==> config.mk <==
export PLATFORM = sky130hd
export DESIGN_NAME = regfile_dump_reader
export DESIGN_NICKNAME = d
export VERILOG_FILES = /design/src/rtl/regfile_dump_reader_pkg.sv /design/src/rtl/regfile_dump_reader.sv
export SDC_FILE = /design/constraint.sdc
export NUM_CORES = 1
export LEC_CHECK = 0
export BUFFER_PORTS_ARGS = -buffer_cell sky130_fd_sc_hd__buf_2
export CAP_MARGIN = 0
export CORE_ASPECT_RATIO = 0.75
export CORE_UTILIZATION = 30
export DETAILED_ROUTE_END_ITERATION = 12
export PLACE_DENSITY_LB_ADDON = 0.1
export SYNTH_ARGS = -nofsm -noshare
export SYNTH_HDL_FRONTEND = slang
export SYNTH_SLANG_ARGS = --single-unit
export TNS_END_PERCENT = 30
==> constraint.sdc <==
create_clock -name clk -period 3.8 [get_ports clk]
set_input_delay 0.19 -clock clk [delete_from_list [all_inputs] [get_ports clk]]
set_output_delay 0.19 -clock clk [all_outputs]
set_load 0.02 [all_outputs]
==> src/rtl/regfile_dump_reader_pkg.sv <==
// Shared widths and dump FSM encoding for the debug-side regfile dump reader.
// Replaces the cpu_defs.vh header: REG_ADDR_W/REG_DATA_W and the DUMP_* state values.
package regfile_dump_reader_pkg;

  localparam int unsigned REG_ADDR_W = 5;
  localparam int unsigned REG_DATA_W = 32;

  typedef enum logic [1:0] {
    DUMP_IDLE = 2'd0,
    DUMP_READ = 2'd1,
    DUMP_SEND = 2'd2,
    DUMP_DONE = 2'd3
  } dump_state_e;

endpackage

==> src/rtl/regfile_dump_reader.sv <==
// Walks regfile indices FIRST_REG..LAST_REG through a spare read port and streams
// each word over valid/ready, tagged with index and last, keeping an XOR checksum.
module regfile_dump_reader
  import regfile_dump_reader_pkg::*;
#(
  parameter int unsigned ADDR_W    = REG_ADDR_W,
  parameter int unsigned DATA_W    = REG_DATA_W,
  parameter int unsigned FIRST_REG = 0,
  parameter int unsigned LAST_REG  = 31
) (
  input  logic              clk,
  input  logic              rst,
  input  logic              start,
  input  logic              abort,
  output logic [ADDR_W-1:0] raddr,
  input  logic [DATA_W-1:0] rdata,
  output logic              out_valid,
  input  logic              out_ready,
  output logic [ADDR_W-1:0] out_index,
  output logic [DATA_W-1:0] out_data,
  output logic              out_last,
  output logic              busy,
  output logic              done,
  output logic [DATA_W-1:0] checksum
);

  localparam logic [ADDR_W-1:0] FIRST_IDX = ADDR_W'(FIRST_REG);
  localparam logic [ADDR_W-1:0] LAST_IDX  = ADDR_W'(LAST_REG);

  dump_state_e       state, state_nxt;
  logic [ADDR_W-1:0] idx, idx_nxt;
  logic              valid_nxt;
  logic [ADDR_W-1:0] index_nxt;
  logic [DATA_W-1:0] data_nxt;
  logic              last_nxt;
  logic [DATA_W-1:0] csum_nxt;

  always_ff @(posedge clk or negedge rst) begin
    if (!rst) begin
      state     <= DUMP_IDLE;
      idx       <= '0;
      out_valid <= 1'b0;
      out_index <= '0;
      out_data  <= '0;
      out_last  <= 1'b0;
      checksum  <= '0;
    end else begin
      state     <= state_nxt;
      idx       <= idx_nxt;
      out_valid <= valid_nxt;
      out_index <= index_nxt;
      out_data  <= data_nxt;
      out_last  <= last_nxt;
      checksum  <= csum_nxt;
    end
  end

  // raddr, busy and done decode straight from state so reset clears them without an edge.
  always_comb begin
    state_nxt = state;
    idx_nxt   = idx;
    valid_nxt = out_valid;
    index_nxt = out_index;
    data_nxt  = out_data;
    last_nxt  = out_last;
    csum_nxt  = checksum;
    raddr     = '0;
    busy      = 1'b1;
    done      = 1'b0;

    unique case (state)
      DUMP_IDLE: begin
        busy = 1'b0;
        if (start) begin
          idx_nxt   = FIRST_IDX;
          csum_nxt  = '0;
          state_nxt = DUMP_READ;
        end
      end

      DUMP_READ: begin
        raddr = idx;
        if (abort) begin
          valid_nxt = 1'b0;
          last_nxt  = 1'b0;
          state_nxt = DUMP_IDLE;
        end else begin
          data_nxt  = rdata;
          index_nxt = idx;
          last_nxt  = (idx == LAST_IDX);
          valid_nxt = 1'b1;
          state_nxt = DUMP_SEND;
        end
      end

      DUMP_SEND: begin
        // abort outranks a coincident handshake: the pending word is dropped uncounted
        if (abort) begin
          valid_nxt = 1'b0;
          last_nxt  = 1'b0;
          state_nxt = DUMP_IDLE;
        end else if (out_ready) begin
          csum_nxt  = checksum ^ out_data;
          valid_nxt = 1'b0;
          if (idx == LAST_IDX) begin
            state_nxt = DUMP_DONE;
          end else begin
            idx_nxt   = idx + ADDR_W'(1);
            state_nxt = DUMP_READ;
          end
        end
      end

      DUMP_DONE: begin
        done      = 1'b1;
        last_nxt  = 1'b0;
        state_nxt = DUMP_IDLE;
      end

      default: state_nxt = DUMP_IDLE;
    endcase
  end

endmodule
Word-level counts from Yosys, hierarchy flattened
Cells that the tools add are included.
{"block": "word_totals", "register_bits": 78, "word_cells": 55}
{"block": "classes", "addsub": 1, "n_eq_ne": 10, "n_mux": 25, "bitwise_logic": 2, "n_reduce_logical": 10}
{"cell": "2-to-1 mux 32 bit", "n": 3}
{"cell": "case mux 32 bit (2 select lines)", "n": 1}
{"cell": "bitwise XOR 32 bit", "n": 1}
{"cell": "2-to-1 mux 5 bit", "n": 5}
{"cell": "2-to-1 mux 2 bit", "n": 5}
{"cell": "inequality test 2 bit, second input constant", "n": 5}
{"cell": "case mux 5 bit (2 select lines)", "n": 1}
{"cell": "case mux 2 bit (4 select lines)", "n": 1}
{"cell": "AND reduction 2 bit", "n": 4}
{"cell": "2-to-1 mux 1 bit", "n": 7}
{"cell": "adder 5 x 1 -> 5 bit, second input constant", "n": 1}
{"cell": "== test 5 bit, second input constant", "n": 1}
{"cell": "AND reduction 5 bit", "n": 1}
{"cell": "== test 2 bit, second input constant", "n": 2}
{"cell": "AND reduction 4 bit", "n": 1}
{"cell": "nonzero test 2 bit", "n": 2}
{"cell": "inequality test 3 bit, second input constant", "n": 1}
{"cell": "case mux 1 bit (3 select lines)", "n": 1}
{"cell": "nonzero test 3 bit", "n": 1}
{"cell": "== test 2 x 1 -> 1 bit, second input constant", "n": 1}
{"cell": "zero test 2 bit", "n": 1}
{"cell": "case mux 1 bit (2 select lines)", "n": 1}
{"cell": "inverter 1 bit", "n": 1}

Logic depth before layout (Yosys ltp)
{"block": "logic_depth", "depth_word": 5, "ltp_mapped": 5, "ltp_nobuf": 5}

Least setup slack after synthesis
OpenSTA, ideal clock, no wires.
{"block": "synth_path", "path_kind": "reg2reg", "from": "register idx[0]", "to": "register idx[3]", "setup_ns": 0.087, "arrival_ns": 1.602, "required_ns": 3.713, "setup_slack_ns": 2.112, "stages_incl_launch_ff": 6, "n_path_buf": 0, "path_cell_list": "dfrtp_1 ha_1 and3_1 ha_1 or4_1 o211ai_1"}
{"block": "synth_via", "elab_chain_cells": 5}
{"element": "start, declared", "line_no": "regfile_dump_reader.sv:31", "source": "logic [ADDR_W-1:0] idx, idx_nxt;"}
{"element": "start signal, assigned", "line_no": "regfile_dump_reader.sv:49", "source": "idx <= idx_nxt;"}
{"element": "adder 5 x 1 -> 5 bit", "line_no": "regfile_dump_reader.sv:108", "source": "idx_nxt = idx + ADDR_W'(1);"}
{"element": "2-to-1 mux 5 bit", "line_no": "regfile_dump_reader.sv:105", "source": "if (idx == LAST_IDX) begin"}
{"element": "2-to-1 mux 5 bit", "line_no": "regfile_dump_reader.sv:102", "source": "end else if (out_ready) begin"}
{"element": "2-to-1 mux 5 bit", "line_no": "regfile_dump_reader.sv:98", "source": "if (abort) begin"}
{"element": "case mux 5 bit (2 select lines)", "line_no": "regfile_dump_reader.sv:71", "source": "unique case (state)"}
Parallel ways exist; a longest one is shown, timed or not. The select of a mux whose other input is x is not followed.
A chain may end at the register's enable or synchronous reset.

Worst setup path after layout
{"block": "layout_path", "from": "register state[0]", "to": "register idx[1]"}
{"block": "layout_via", "elab_chain_cells": 3}
{"element": "start, declared", "line_no": "regfile_dump_reader.sv:30", "source": "dump_state_e state, state_nxt;"}
{"element": "start signal, assigned", "line_no": "regfile_dump_reader.sv:48", "source": "state <= state_nxt;"}
{"element": "== test 2 bit or zero test 2 bit (tied branches)", "line_no": "regfile_dump_reader.sv:71"}
{"element": "inequality test 2 bit (no line) or nonzero test 2 bit (tied branches)"}
{"element": "AND reduction 5 bit (no line)"}
Parallel ways exist; a longest one is shown, timed or not.

==> out/results.txt <==
Core area - 11,600 um2
CP Launch Type - flop
Die footprint - 12,300 um2
Most common cell in the synthesized netlist - dfrtp_1
Crit path time final - 2.05 ns
Synth-to-layout area growth - 27.2%
Worst slew pin tran - 1.05 ns
Synth cell types - 31
Fin nets - 426
Crit. End Element - flop
Postcts setup bufs - 0
YS warnings - 0
Synthesized area - 3550 um2
WL per Instance - 15.5 um
PwrDens - 608 nW/um2
Synth Net Count - 314
R2R Path End - idx[1]
Post-synth EDFFs - 0
RSZ-0062 raised after global routing - no
CTS Hold Bufs - 0
ANT nets after route - 0
Fmax - 488 MHz
WS Path Type - reg -> reg
Worst Hold Class - in -> async
Worst Slack Setup Final - 1.75 ns
Vias - 2,633
Share of post-route cells with drive strength above 1 - 0.436
Post-synth top area cell - dfrtp_1
Vias per cell - 4.75
CTS Sinks - 78
Starting density of the core - 0.307
Chip height - 96.2 um
WP data required - 4.06 ns
CTS buffer count - 9
Largest fanout on the critical path - 20
Bufs on Longest Clock Path - 2
Initial antenna violation count - 0
Final clock skew - 0.00678 ns
Fin. max-slew vios - 0
Post-CTS Resized - 0
Synth top area share - 0.550
Final setup TNS - 0 ns
HPWL Detailed - 5270 um
Setup slack on the worst flop-to-flop path - 1.75 ns
Sequential fraction of the synthesis area - 0.550
Max-cap violations - 0
Main flop type after synthesis - dfrtp_1
Chip Width - 128 um
GPL Wtd Cong - 0.701
Failing checks - hold timing
Synth Instances - 275
H-tree depth - 3
Inserted Diodes - 0
Row cnt - 34
I/O pins - 115
DR DRC count - 0
Pleak - 2.16 nW
Vias in the first global route - 2,460
Most frequent cells after synthesis - dfrtp_1, mux2_2, nor2b_1
Setup violations, final - 0
R2r worst-path depth - 3
Crit path from - state[0]
Final period util - 0.539
Largest cells by area after synthesis - dfrtp_1, mux2_2, a221o_1, nor3b_1, nor2b_1
RR Startpoint - state[0]
Drt first pass iters - 4
GRT Overall Usage - 0.146
Syn_area_per_cell - 12.9 um2
CTS tree - yes
Largest net degree at the start of global routing - 79
Initial DRC Count - 123
Reg clk slew, reported paths - 0.06 ns
Max VDD drop - 286 uV
Worst EP arrival - 2.30 ns
Flops & latches, synth - 78
Global-route wire length before repair - 13,500 um
Worst-skew pair later-pin latency - 0.34 ns
Asr flop ratio synth - 1.00
Worst slack, placed - 1.70 ns
Total Wirelength - 8580 um
Final hold vios - 1
Total grt overflow - 0
Hold WS - -0.00706 ns
Root buf cell - clkbuf_16
Slew Limit Headroom - 0.299
Status - finished with violations
IO buf count - 114
==> worst max-delay path by stage <==
stage / endpoint / slack (ns)
6_report: idx[1] / 1.75
2_1_floorplan: idx[3] / 2.11
4_1_cts: idx[1] / 1.69
3_3_place_gp: idx[1] / 1.77
5_1_grt: idx[1] / 1.56
3_5_place_dp: idx[1] / 1.70
==> critical path: stages, from the launching register on <==
cell and delay [ns]:
dfrtp_1 0.49, nand4bb_2 0.69, o22ai_1 0.57, mux2i_1 0.23
==> state kept, by name, summed over array words and instances (netlist names) <==
name / count
checksum: 32
out_data: 32
idx: 5
out_index: 5
state: 2
out_last: 1
out_valid: 1
==> cells in the final DEF (no fill, tap or decap), types with 2 or more instances in the layout <==
cell / n
o21ai_0: 4
mux2i_1: 2
ha_1: 2
buf_2: 113
nand2_1: 2
dfrtp_1: 78
a21oi_1: 3
nor2_1: 4
nand3_1: 3
inv_1: 7
o211ai_1: 2
buf_4: 3
nor3b_1: 32
nand2b_1: 2
a221o_1: 32
clkbuf_1: 2
and2_1: 2
nand3b_1: 2
clkbuf_16: 9
nor2b_1: 35
clkinv_2: 3
mux2_2: 37
==> stage by stage <==
step                power, mW  hold WS [ns]  instance area (um2)   util  cells
floorplan                1.68        -0.106                 3550      -    275
global route             2.91        0.0747                 4520  0.390    554
global placement         1.96         0.421                 4250  0.367    538
CTS                      2.79        0.0660                 4520  0.390    554
finish                   2.74      -0.00706                 4520  0.390    554
detailed placement       1.97         0.426                 4250  0.367    538
==> cell type report <==
cell class / count / area, um2
clock inverters: 4 / 22.5
multi-input cells: 175 / 1480
flip-flops and latches: 78 / 1950
clock buffers: 12 / 246
well taps: 162 / 203
inverters: 7 / 26.3
fillers: 1162 / 7060
repair buffers: 116 / 588
==> report_power, final <==
group / switching (mW) / internal [mW]
registers: 0.175 / 1.01
logic: 0.428 / 0.333
clock network: 0.339 / 0.457
==> layer usage <==
| metal | share of wire | GRT usage | vias to the layer above |
|---|---|---|---|
| met2 | 0.40 | 0.198 | 92 |
| met1 | 0.51 | 0.204 | 1292 |
| met4 | 0.012 | 0.0549 | 0 |
| met5 | 0 | 0 | - |
| met3 | 0.082 | 0.0595 | 8 |
| li1 | - | - | 1241 |
==> logic make-up (layout without fill, tap and decap cells) <==
family          Yosys count  count (layout)  share of synthesized area
compound gates           44              44                      0.111
fa+ha+maj                 2               2                    0.00705
buf+inv                  22             139                     0.0374
flops                    78              78                      0.550
mux                      39              39                      0.123
simple gates             90              90                      0.172
Power figures use the tool's default switching activity.
